### src/rtl/ahb_pkg.sv
// Shared AHB encodings and the bridge FSM state type.
package ahb_pkg;

   // HTRANS encodings
   localparam logic [1:0] HTRANS_IDLE   = 2'b00;
   localparam logic [1:0] HTRANS_NONSEQ = 2'b10;

   // HSIZE encodings
   localparam logic [2:0] HSIZE_BYTE = 3'b000;
   localparam logic [2:0] HSIZE_HALF = 3'b001;
   localparam logic [2:0] HSIZE_WORD = 3'b010;

   // HBURST encoding: this bridge only issues single transfers
   localparam logic [2:0] HBURST_SINGLE = 3'b000;

   // HPROT: privileged data access, non-bufferable, non-cacheable
   localparam logic [3:0] HPROT_PRIV_DATA = 4'b0011;

   // Bridge FSM states
   typedef enum logic [1:0] {
      ST_IDLE = 2'b00,
      ST_ADDR = 2'b01,
      ST_DATA = 2'b10,
      ST_ERR  = 2'b11
   } bridge_state_e;

endpackage

### src/rtl/ahb_master_bridge.sv
// Single-outstanding, non-pipelined request-to-AHB master bridge.
// One transfer at a time: accept -> address phase -> data phase -> response.
// Optional wait-state timeout compiled in with macro AHB_MASTER_TIMEOUT_EN.
module ahb_master_bridge
   import ahb_pkg::*;
#(
   parameter int DATA_WIDTH     = 32,
   parameter int ADDR_WIDTH     = 32,
   parameter int TIMEOUT_CYCLES = 256
) (
   input  logic                  i_clk_ahb,
   input  logic                  i_rst_ahb,
   // request side
   input  logic                  i_valid,
   input  logic                  i_rd0_wr1,
   input  logic [ADDR_WIDTH-1:0] i_addr,
   input  logic [DATA_WIDTH-1:0] i_wr_data,
   input  logic [2:0]            i_size,
   output logic                  o_ready,
   // response side
   output logic                  o_rsp_valid,
   output logic                  o_rsp_err,
   output logic [DATA_WIDTH-1:0] o_rd_data,
   // AHB master
   output logic [1:0]            o_htrans,
   output logic [2:0]            o_hsize,
   output logic                  o_hwrite,
   output logic [ADDR_WIDTH-1:0] o_haddr,
   output logic [DATA_WIDTH-1:0] o_hwdata,
   output logic [2:0]            o_hburst,
   output logic [3:0]            o_hprot,
   output logic                  o_hmastlock,
   input  logic                  i_hready,
   input  logic                  i_hresp,
   input  logic [DATA_WIDTH-1:0] i_hrdata
);

   bridge_state_e         state_q, state_d;
   logic [1:0]            htrans_q, htrans_d;
   logic [2:0]            hsize_q, hsize_d;
   logic                  hwrite_q, hwrite_d;
   logic [ADDR_WIDTH-1:0] haddr_q, haddr_d;
   logic [DATA_WIDTH-1:0] hwdata_q, hwdata_d;
   logic                  rsp_valid_q, rsp_valid_d;
   logic                  rsp_err_q, rsp_err_d;
   logic [DATA_WIDTH-1:0] rd_data_q, rd_data_d;
   logic                  accept;
   logic                  timeout_hit;

`ifdef AHB_MASTER_TIMEOUT_EN
   localparam int TO_W = $clog2(TIMEOUT_CYCLES + 1);
   logic [TO_W-1:0] to_cnt_q, to_cnt_d;

   // Count consecutive stalled cycles while a transfer is in flight
   always_comb begin
      to_cnt_d    = '0;
      timeout_hit = 1'b0;
      if ((state_q != ST_IDLE) && !i_hready) begin
         if (to_cnt_q == TO_W'(TIMEOUT_CYCLES - 1)) begin
            timeout_hit = 1'b1;
         end else begin
            to_cnt_d = to_cnt_q + 1'b1;
         end
      end
   end

   // Timeout counter register
   always_ff @(posedge i_clk_ahb) begin
      if (i_rst_ahb) to_cnt_q <= '0;
      else           to_cnt_q <= to_cnt_d;
   end
`else
   // Without the timeout the bridge waits on i_hready forever
   logic unused_timeout_cfg;
   assign unused_timeout_cfg = (TIMEOUT_CYCLES != 0);
   assign timeout_hit        = 1'b0;
`endif

   // Ready is gated by reset so the requester never sees it during reset
   assign o_ready = (state_q == ST_IDLE) && !i_rst_ahb;
   assign accept  = (state_q == ST_IDLE) && i_valid;

   // Fixed AHB attributes
   assign o_hburst    = HBURST_SINGLE;
   assign o_hprot     = HPROT_PRIV_DATA;
   assign o_hmastlock = 1'b0;

   assign o_htrans    = htrans_q;
   assign o_hsize     = hsize_q;
   assign o_hwrite    = hwrite_q;
   assign o_haddr     = haddr_q;
   assign o_hwdata    = hwdata_q;
   assign o_rsp_valid = rsp_valid_q;
   assign o_rsp_err   = rsp_err_q;
   assign o_rd_data   = rd_data_q;

   // State and output registers
   always_ff @(posedge i_clk_ahb) begin
      if (i_rst_ahb) begin
         state_q     <= ST_IDLE;
         htrans_q    <= HTRANS_IDLE;
         hsize_q     <= '0;
         hwrite_q    <= 1'b0;
         haddr_q     <= '0;
         hwdata_q    <= '0;
         rsp_valid_q <= 1'b0;
         rsp_err_q   <= 1'b0;
         rd_data_q   <= '0;
      end else begin
         state_q     <= state_d;
         htrans_q    <= htrans_d;
         hsize_q     <= hsize_d;
         hwrite_q    <= hwrite_d;
         haddr_q     <= haddr_d;
         hwdata_q    <= hwdata_d;
         rsp_valid_q <= rsp_valid_d;
         rsp_err_q   <= rsp_err_d;
         rd_data_q   <= rd_data_d;
      end
   end

   // Next-state logic; a timeout overrides any pending phase
   always_comb begin
      state_d = state_q;
      unique case (state_q)
         ST_IDLE: if (i_valid) state_d = ST_ADDR;
         ST_ADDR: if (i_hready) state_d = ST_DATA;
         ST_DATA: begin
            if (i_hready)     state_d = ST_IDLE;
            else if (i_hresp) state_d = ST_ERR;
         end
         ST_ERR:  if (i_hready) state_d = ST_IDLE;
         default: state_d = ST_IDLE;
      endcase
      if (timeout_hit) state_d = ST_IDLE;
   end

   // Output logic: request capture, NONSEQ only for the address phase, response pulse
   always_comb begin
      haddr_d  = haddr_q;
      hsize_d  = hsize_q;
      hwrite_d = hwrite_q;
      hwdata_d = hwdata_q;
      if (accept) begin
         haddr_d  = i_addr;
         hsize_d  = i_size;
         hwrite_d = i_rd0_wr1;
         if (i_rd0_wr1) hwdata_d = i_wr_data;
      end

      htrans_d = (state_d == ST_ADDR) ? HTRANS_NONSEQ : HTRANS_IDLE;

      rsp_valid_d = (((state_q == ST_DATA) || (state_q == ST_ERR)) && i_hready)
                    || timeout_hit;
      rsp_err_d   = rsp_valid_d &&
                    (timeout_hit || (state_q == ST_ERR) || i_hresp);

      rd_data_d = rd_data_q;
      if ((state_q == ST_DATA) && i_hready && !i_hresp && !hwrite_q) begin
         rd_data_d = i_hrdata;
      end
   end

endmodule

### config.mk
export PLATFORM = sky130hd
export DESIGN_NAME = ahb_master_bridge
export DESIGN_NICKNAME = d
export VERILOG_FILES = /design/src/rtl/ahb_pkg.sv /design/src/rtl/ahb_master_bridge.sv
export SDC_FILE = /design/constraint.sdc
export NUM_CORES = 1
export LEC_CHECK = 0
export ABC_CLOCK_PERIOD_IN_PS = 3000
export BUFFER_PORTS_ARGS = -buffer_cell sky130_fd_sc_hd__buf_2
export CAP_MARGIN = 5
export CORE_ASPECT_RATIO = 1.25
export CORE_MARGIN = 4
export CORE_UTILIZATION = 50
export CTS_BUF_LIST = sky130_fd_sc_hd__clkbuf_2
export DETAILED_ROUTE_END_ITERATION = 8
export MAX_ROUTING_LAYER = met4
export PLACE_DENSITY = 0.88
export SLEW_MARGIN = 20
export SYNTH_ARGS = -nofsm -noshare
export SYNTH_HDL_FRONTEND = slang
export SYNTH_SLANG_ARGS = --single-unit
### constraint.sdc
create_clock -name i_clk_ahb -period 3 [get_ports i_clk_ahb]
set_input_delay 0.3 -clock i_clk_ahb [delete_from_list [all_inputs] [get_ports i_clk_ahb]]
set_output_delay 0.3 -clock i_clk_ahb [all_outputs]
set_load 0.02 [all_outputs]
==> results of run 1 <==
state kept, by name (all words and copies together), names as in the netlist:
register	count
o_haddr	32
o_hsize	3
o_htrans	1
o_hwdata	32
o_hwrite	1
o_rd_data	32
o_rsp_err	1
o_rsp_valid	1
state_q	2
worst max-delay path by stage:
stage | slack [ns] | cells after the start | end
3_3_place_gp | 1.39 | 4 | o_rd_data[25]
4_1_cts | 1.15 | 2 | o_ready
2_1_floorplan | 1.43 | 4 | o_ready
5_1_grt | 1.06 | 2 | o_ready
3_5_place_dp | 1.27 | 4 | o_rd_data[6]
6_report | 1.22 | 2 | o_ready
layout make-up:
cell class,count,area share
Sequential cell,105,0.3389
Tap cell,95,0.01916
Antenna cell,3,0.001210
Clock buffer,10,0.008069
Clock inverter,6,0.01089
Timing Repair Buffer,315,0.3381
Multi-Input combinational cell,324,0.2836
metal layers:
metal  vias to the layer above  part of all wire  wire length (um)  GRT usage
li1                       2051                 -                 -          -
met1                      1958              0.38              5198     0.3164
met2                       220              0.51              6895     0.4737
met3                        44             0.072               985    0.05172
met4                         0             0.039               524     0.1362
met5                         -                 0                 0          -
layout by cell type (no fill, tap or decap), drive strengths merged, types with 3 or more instances in the layout:
cell	netlist	routed
dfxtp	105	105
diode	0	3
clkbuf	14	10
conb	2	9
mux2i	33	33
a21oi	69	69
buf	30	215
nand2b	64	64
nand2	136	136
clkinv	0	3
dlygate4sd3	0	100
cells by family (layout without fill, tap and decap cells):
family                 after synthesis  after routing  synth area share
DFF                                105            105            0.5116
muxes                               33             33           0.08039
and+or+nand+nor                    211            211            0.2479
buffers and inverters               44            331           0.07034
other                                2             12          0.001828
AOI/OAI and AO/OA                   71             71           0.08800
worst min-delay path: stages:
cell and delay (ns):
buf_2 0.13, nand2_1 0.13, nor2_1 0.07
power by group through the flow:
stage                     clock, uW  combinational [uW]  sequential (uW)
after floorplan                   0                 196             1580
after detailed placement          0                 401             1520
final                           666                 518             1500
after CTS                       683                 503             1490
after global routing            740                 560             1500
after global placement            0                 391             1510
through the flow:
stage                     utilization  power [uW]  instance area [um^2]  std cells  hold WS (ns)
after detailed placement       0.6440        1920                  5076        739        0.4457
after floorplan                     -        1779                  4135        473        0.4102
after global routing           0.7859        2804                  6195        855       0.03642
final                          0.7868        2680                  6202        858        0.1141
after global placement         0.6440        1906                  5076        739        0.4390
after CTS                      0.7859        2680                  6195        855       0.05435
==> flow_results.org, run 1 <==
** Worst setup path
- The slowest stage of the critical path belongs to the cell dfxtp_1.
- The worst register-to-register path has a depth of 4.
- Setup slack on the worst reg-to-reg path comes out at 1.23 ns.
- FF-to-FF End :: o_rd_data[6]
- Family of cells with the greatest summed delay on the critical path :: flip-flops
- STA classifies the critical path startpoint as a register.
- Critical path origin :: state_q[0]
- STA puts the critical path data required time at 2.70 ns.
- Max FO, Critical Path :: 9
- Critical-path cell list :: nor3_1 -> buf_2
- For the worst setup path, the data arrival time is 1.48 ns.
- Worst path max stage delay :: between 0.6 and 0.7 ns
- The startpoint identified for the worst register-to-register timing path is state_q[1].
- The number of buffers and inverters on the critical path is 1.
- Capturing element type of the critical path :: output port
- The critical path is of the reg -> out type.

** Drt
- Mean routed wirelength per cell :: 15.86 um
- Before antenna repair, the detailed router went through 5 iterations.
- In this run the remaining antenna-violating nets after routing total 0.
- Summing over every cut layer, the via total after detailed routing is approximately 4300.
- After detailed routing, the total wire length is around 14000 um.
- Number of DRC violations after detailed routing :: 0
- In this run, the number of DRC markers left after iteration 0 of detailed routing was roughly 260.
- After detailed routing, the number of vias per cell comes to 4.980.

** Power and ir drop
- For this design the ratio of total power to cell area is 432.2 mW/mm^2.
- Internal power :: between 1500 and 2000 uW
- Register share of total power :: 0.558
- Leakage power of the design :: 0.002837 uW
- The share of total power dissipated in combinational logic is 0.193.
- Across the VDD grid, the largest voltage drop is 0.3276 mV.
- Sw Share :: 0.2907
- Relative contribution of the clock network to total power :: 0.249
- Switching power of the nets :: 779.2 uW

** GRT
- For this run, the total global-route usage over all layers was measured as 0.2808.
- Largest net degree at the start of global routing :: 83
- After global routing the overflow that remains totals 0.
- The initial antenna violation count was 0.
- First-pass GRT wire length :: 20690 um
- The number of global-route vias before repair came to 4313.

** Clocking
- Buffers added to address setup during post-CTS repair amount to 0.
- After clock tree synthesis, the flow added hold-fix buffers numbering 100.
- Clock-pin transition on the worst setup and hold timing paths :: between 0.2 and 0.25 ns
- Clock buffer count from CTS :: 9
- Number of H-tree levels :: 3
- Clock latency on the worst-skew pair :: ~0.55 ns
- TritonCTS built the clock tree.
- CTS placed an instance of clkbuf_2 at the clock tree root.
- Cts repair resizes :: 0
- CTS saw 105 sinks.
- Maximum clock insertion buffer count :: 2

** Layout
- Growth of design area from synthesis to finish :: 50.94%
- Layout cells sized above 1 :: 0.3092
- Footprint of the flip-flops and latches :: 0.002102 mm^2
- Multi-input gate area in the final layout :: between 0.0015 and 0.002 mm^2
- At the end of the flow, the number of nets in the layout was 860.
- Layout filler cell count :: 477

** Timing
- The smallest clock period supported by the final layout is computed as approximately 1.8 ns.
- Number of max-slew violations in the final report :: 0
- Once routing completed, OpenROAD measured the worst setup slack at between 1 and 1.5 ns.
- Measured against its own limit, the worst slew margin works out to 0.5576.
- The clock arrives with between 0.04 and 0.05 ns of skew.
- Transition time of the tightest slew-check pin :: roughly 0.66 ns
- Endpoints failing hold :: 0
- Peak Freq :: 560.4 MHz
- Setup total negative slack on the finished layout was measured at 0 ns.
- Setup violations remaining at the end of the flow were counted as 0.
- Setup repair after global routing left no endpoint under its margin.
- Period Utilization, post-route :: 0.5948

** Floorplanning
- Area enclosed by the die boundary :: 0.009741 mm^2
- about 220 I/O pins were placed.
- The floorplan step set the die width to 89.08 um.
- Placement Rows :: 36
- In this run the vertical extent of the chip is 109.4 um.
- In this run the standard cell core region covers 0.007883 mm^2.
- Starting density of the core :: 0.5213

** Logic synthesis
- Number of enable flip-flop cells after synthesis :: 0
- The share of the Yosys chip area taken by registers is 0.5116.
- Cell with the most instances after synthesis :: nand2_1
- The mapped netlist covers ~0.004 mm^2.
- Top post-synthesis cells by area :: dfxtp_1, nand2_1, nand2b_1, a21oi_1, mux2i_1
- Most numerous cell types in the synthesized netlist :: nand2_1, dfxtp_1, a21oi_1
- Most common flop cell mapped by yosys :: dfxtp_1
- Averaged over all synthesized cells, the footprint is between 8 and 9 um^2.
- Number of instances in the synthesized netlist :: about 470
- The share of synthesized area in the top cell type comes to 0.5116.
- Counting flops with an async set or reset pin after synthesis yields a share of 0.
- Unique cell type count in the Yosys netlist :: 22
- Summed over all instances, the cell type with the most area after synthesis is dfxtp_1.
- The Yosys step of the flow raised 0 warnings.
- In this run, synthesis produced a sequential element count of ~110.

** Worst hold path
- The startpoint identified for the worst hold timing path is i_hready.
- The worst hold path was traced through 3 stages.
- Sink of the worst hold path :: o_rsp_valid
- Path category of the worst min-delay check :: in -> reg

** Place
- At the placement stage, the worst setup path has a slack of 1.275 ns.
- During placement, the flow inserted port buffers numbering around 210.
- Dpl hpwl :: 7717 um
- The congestion estimate from routability-driven global placement came to 0.7572.

** Status
- The run finished with clean final reports.

** Job
- The tool flagged a number of max-cap violations equal to 0.
Note: power is estimated with default switching activity, not from simulation.
==> inputs of run 2 (changes only) <==
--- a/config.mk
+++ b/config.mk
@@ -5,16 +5,16 @@
 export SDC_FILE = /design/constraint.sdc
 export NUM_CORES = 1
 export LEC_CHECK = 0
-export ABC_CLOCK_PERIOD_IN_PS = 3000
+export ABC_CLOCK_PERIOD_IN_PS = 1800
 export BUFFER_PORTS_ARGS = -buffer_cell sky130_fd_sc_hd__buf_2
 export CAP_MARGIN = 5
 export CORE_ASPECT_RATIO = 1.25
 export CORE_MARGIN = 4
-export CORE_UTILIZATION = 50
+export CORE_UTILIZATION = 46
 export CTS_BUF_LIST = sky130_fd_sc_hd__clkbuf_2
 export DETAILED_ROUTE_END_ITERATION = 8
 export MAX_ROUTING_LAYER = met4
-export PLACE_DENSITY = 0.88
+export PLACE_DENSITY = 0.82
 export SLEW_MARGIN = 20
 export SYNTH_ARGS = -nofsm -noshare
 export SYNTH_HDL_FRONTEND = slang
==> constraint.sdc (replaced) <==
create_clock -name i_clk_ahb -period 1.8 [get_ports i_clk_ahb]
set_input_delay 0.18 -clock i_clk_ahb [delete_from_list [all_inputs] [get_ports i_clk_ahb]]
set_output_delay 0.18 -clock i_clk_ahb [all_outputs]
set_load 0.02 [all_outputs]
==> run 2 against run 1 <==
Compared with the run above: critical path depth did not move; die area rose by 8.0%; final cell count rose by 3.0%; power rose by 71%; sequential power rose by 66%; final area rose by 1.6%; first-iteration DRC count fell by 22%.
==> flow_results.org, run 2 (synthesis gave the netlist of run 1 again) <==
** Status
- Status :: finished clean (unchanged)

** Drt
- The wire length on met3 was 1032 um (was 985 um).
- Met2 wire length :: 6924 um (was 6895 um)
- Mean routed wirelength per cell :: 15.21 um (was 15.86 um)
- The met1 wire length is 4949 um (was 5198 um).
- Vias :: 4255 (was 4273)
- First drt pass iteration count :: 4 (was 5)
- Count of nets left with antenna violations after detail routing :: 0 (unchanged)
- The highest layer used for signal routing is met4 (unchanged).
- The residual DRC count came to 0 (unchanged).
- The via density per instance came to 4.813 (was 4.980).
- The violation count after the first detailed-route iteration was 201 (was 257).
- Routed WL :: 13440 um (was 13600 um)

** Power and ir drop
- The leakage dissipation was 0.002867 uW (was 0.002837 uW).
- The worst voltage drop across the vdd grid was 0.6329 mV (was 0.3276 mV).
- Power per cell area :: 727.5 mW/mm^2 (was 432.2 mW/mm^2)

** Clocking
- Clock buffer count from CTS :: 9 (unchanged)
- Clock-pin transition on the worst setup and hold timing paths :: 0.28 ns (was 0.24 ns)
- The CTS tree is built (unchanged).
- The clock root buffer master is clkbuf_2 (unchanged).
- Number of clock sinks :: 105 (unchanged)
- The maximum level of the CTS H-tree came to 3 (unchanged).
- The maximum buffer depth of the clock tree came to 2 (unchanged).
- Number of buffers inserted to repair setup after CTS :: 0 (unchanged)
- The clock network latency to the later pin of the worst-skew pair is 0.54 ns (was 0.55 ns).

** Timing
- The count of final hold-check violations was 0 (unchanged).
- RSZ-0062 raised after global routing :: no (unchanged)
- Number of failing setup endpoints in the final timing report :: 0 (unchanged)
- The worst relative slew slack is 0.6624 (was 0.5576).
- The setup TNS is 0 ns (unchanged).
- Dividing the final minimum period by the clock period gives 0.8888.
- The slew at the pin with the worst max-slew slack is 0.5063 ns (was 0.6636 ns).
- The worst path needs between 1.5 and 2 ns of the cycle, external delays included.
- The number of max-slew violations in the final report was 0 (unchanged).
- Peak Freq :: 625.0 MHz
- Final setup skew :: 0.03644 ns (was 0.04548 ns)

** GRT
- Antenna violations before repair :: 1 (was 0)
- The wire length of the first global-routing pass was 20820 um (was 20690 um).
- The number of global-route vias before repair came to 4424 (was 4313).
- The pin count of the biggest net entering global routing came to 74 (was 83).
- Global route overflow :: 0 (unchanged)
- The overall global routing resource usage is 0.2565 (was 0.2808).

** Place
- The half-perimeter wire length of the detailed placement result is 7739 um (was 7717 um).
- The quantity of I/O buffers inserted on ports was 208 (unchanged).
- RePlAce Congestion :: 0.8192 (was 0.7572)

** Worst setup path
- Crit-path slowest cell :: dfxtp_2 (was dfxtp_1)
- Critical-path cell list :: nor3_1 -> buf_2 (unchanged)
- The count of buffer and inverter cells on the critical path is 1 (unchanged).
- Family of cells with the greatest summed delay on the critical path :: flip-flops (unchanged)
- The required time of the critical path was 1.62 ns (was 2.70 ns).
- The endpoint kind of the worst setup timing path is an output port (unchanged).
- Type of element launching the critical path :: register (unchanged)
- Data arrival time of the critical path :: 1.42 ns (was 1.48 ns)
- The biggest fanout along the worst timing path was 8 (was 9).
- The kind of critical path is reg -> out (unchanged).
- Worst path max stage delay :: 0.45 ns (was 0.66 ns)

** Layout
- Footprint of the flip-flops and latches :: 0.002105 mm^2 (was 0.002102 mm^2)
- Leading cell type in the layout, fill and taps excluded :: buf_2 (unchanged)
- The signed area change from the synthesized netlist to the final layout is 53.29% (was 50.94%).
- Commonest non-fill, non-tap cells in the layout: buf_2, nand2_1, dfxtp_1, dlygate4sd3_1, a21oi_1 (unchanged).
- Final #Nets :: 863 (was 860)
- The count of fill cells added during filler insertion came to 612 (was 477).
- Util after Layout :: 0.7239 (was 0.7868)
- Layout cells sized above 1 :: 0.3132 (was 0.3092)
- Multi-input gate area in the final layout :: 0.001759 mm^2 (unchanged)

** Floorplanning
- The x dimension of the die was 92.54 um (was 89.08 um).
- Ports placed on the boundary :: 218 (unchanged)
- Die Height :: 113.7 um (was 109.4 um)
- The die footprint is 0.01052 mm^2 (was 0.009741 mm^2).
- Starting density of the core :: 0.4722 (was 0.5213)
- Core box area :: 0.008701 mm^2 (was 0.007883 mm^2)
- The standard-cell row count is 38 (was 36).

** Worst hold path
- The type of the tightest min-delay check was in -> reg (unchanged).

** Job
- Max cap viols :: 0 (unchanged)
## run 2: stage by stage
| step | setup WS, ns | cells | instance area [um^2] | power (uW) | hold slack [ns] |
|---|---|---|---|---|---|
| 6_report | 0.2001 | 884 | 6299 | 4582 | 0.1065 |
| 4_1_cts | 0.06116 | 883 | 6294 | 4592 | 0.02672 |
| 5_1_grt | 0.04754 | 884 | 6299 | 4796 | 0.06794 |
| 3_5_place_dp | 0.2745 | 766 | 5147 | 3209 | 0.4285 |
| 2_1_floorplan | 0.4599 | 473 | 4135 | 2964 | 0.2902 |
| 3_3_place_gp | 0.3572 | 766 | 5147 | 3192 | 0.4201 |
## run 2: where the power goes
| group | internal (uW) | switching, uW | total (uW) |
|---|---|---|---|
| Clock | 469 | 745 | 1210 |
| Sequential | 2430 | 59.9 | 2490 |
| Combinational | 413 | 464 | 878 |
## run 2: worst reg2reg max path, delay by kind of cell, from the launching register on
family / cells / cell delay, ns
buf+inv: 1 / 0.30
compound gates: 1 / 0.20
flops: 1 / 0.54
simple gates: 2 / 0.46
## run 2: worst paths after layout
kind / slack (ns) / endpoint / startpoint / cells past startpoint
min: 0.11 / o_haddr[10] / i_rst_ahb / 2
max reg2reg: 0.24 / o_hwdata[26] / state_q[0] / 4
min reg2reg: 0.47 / o_haddr[27] / o_haddr[27] / 2
max: 0.20 / o_ready / state_q[1] / 2
## run 2: what timing repair did
action / CTS / global route
hold endpoints to repair: 103 / 0
endpoints found under the setup margin: 0 / 1
gates resized for setup: 0 / 2
hold buffers: 101 / 0
## run 2: routing by layer
layer / track usage / up-vias
li1: - / 2057
met1: 0.2600 / 1950
met2: 0.4511 / 202
met3: 0.05937 / 46
met4: 0.1457 / 0
met5: - / -
## run 2: layout make-up
cell class,count,share of cell area
multi-input cells,324,0.2793
clock inverters,5,0.01271
diodes,1,0.0003973
repair buffers,318,0.3409
clock buffers,11,0.008741
well taps,120,0.02384
flip-flops and latches,105,0.3341
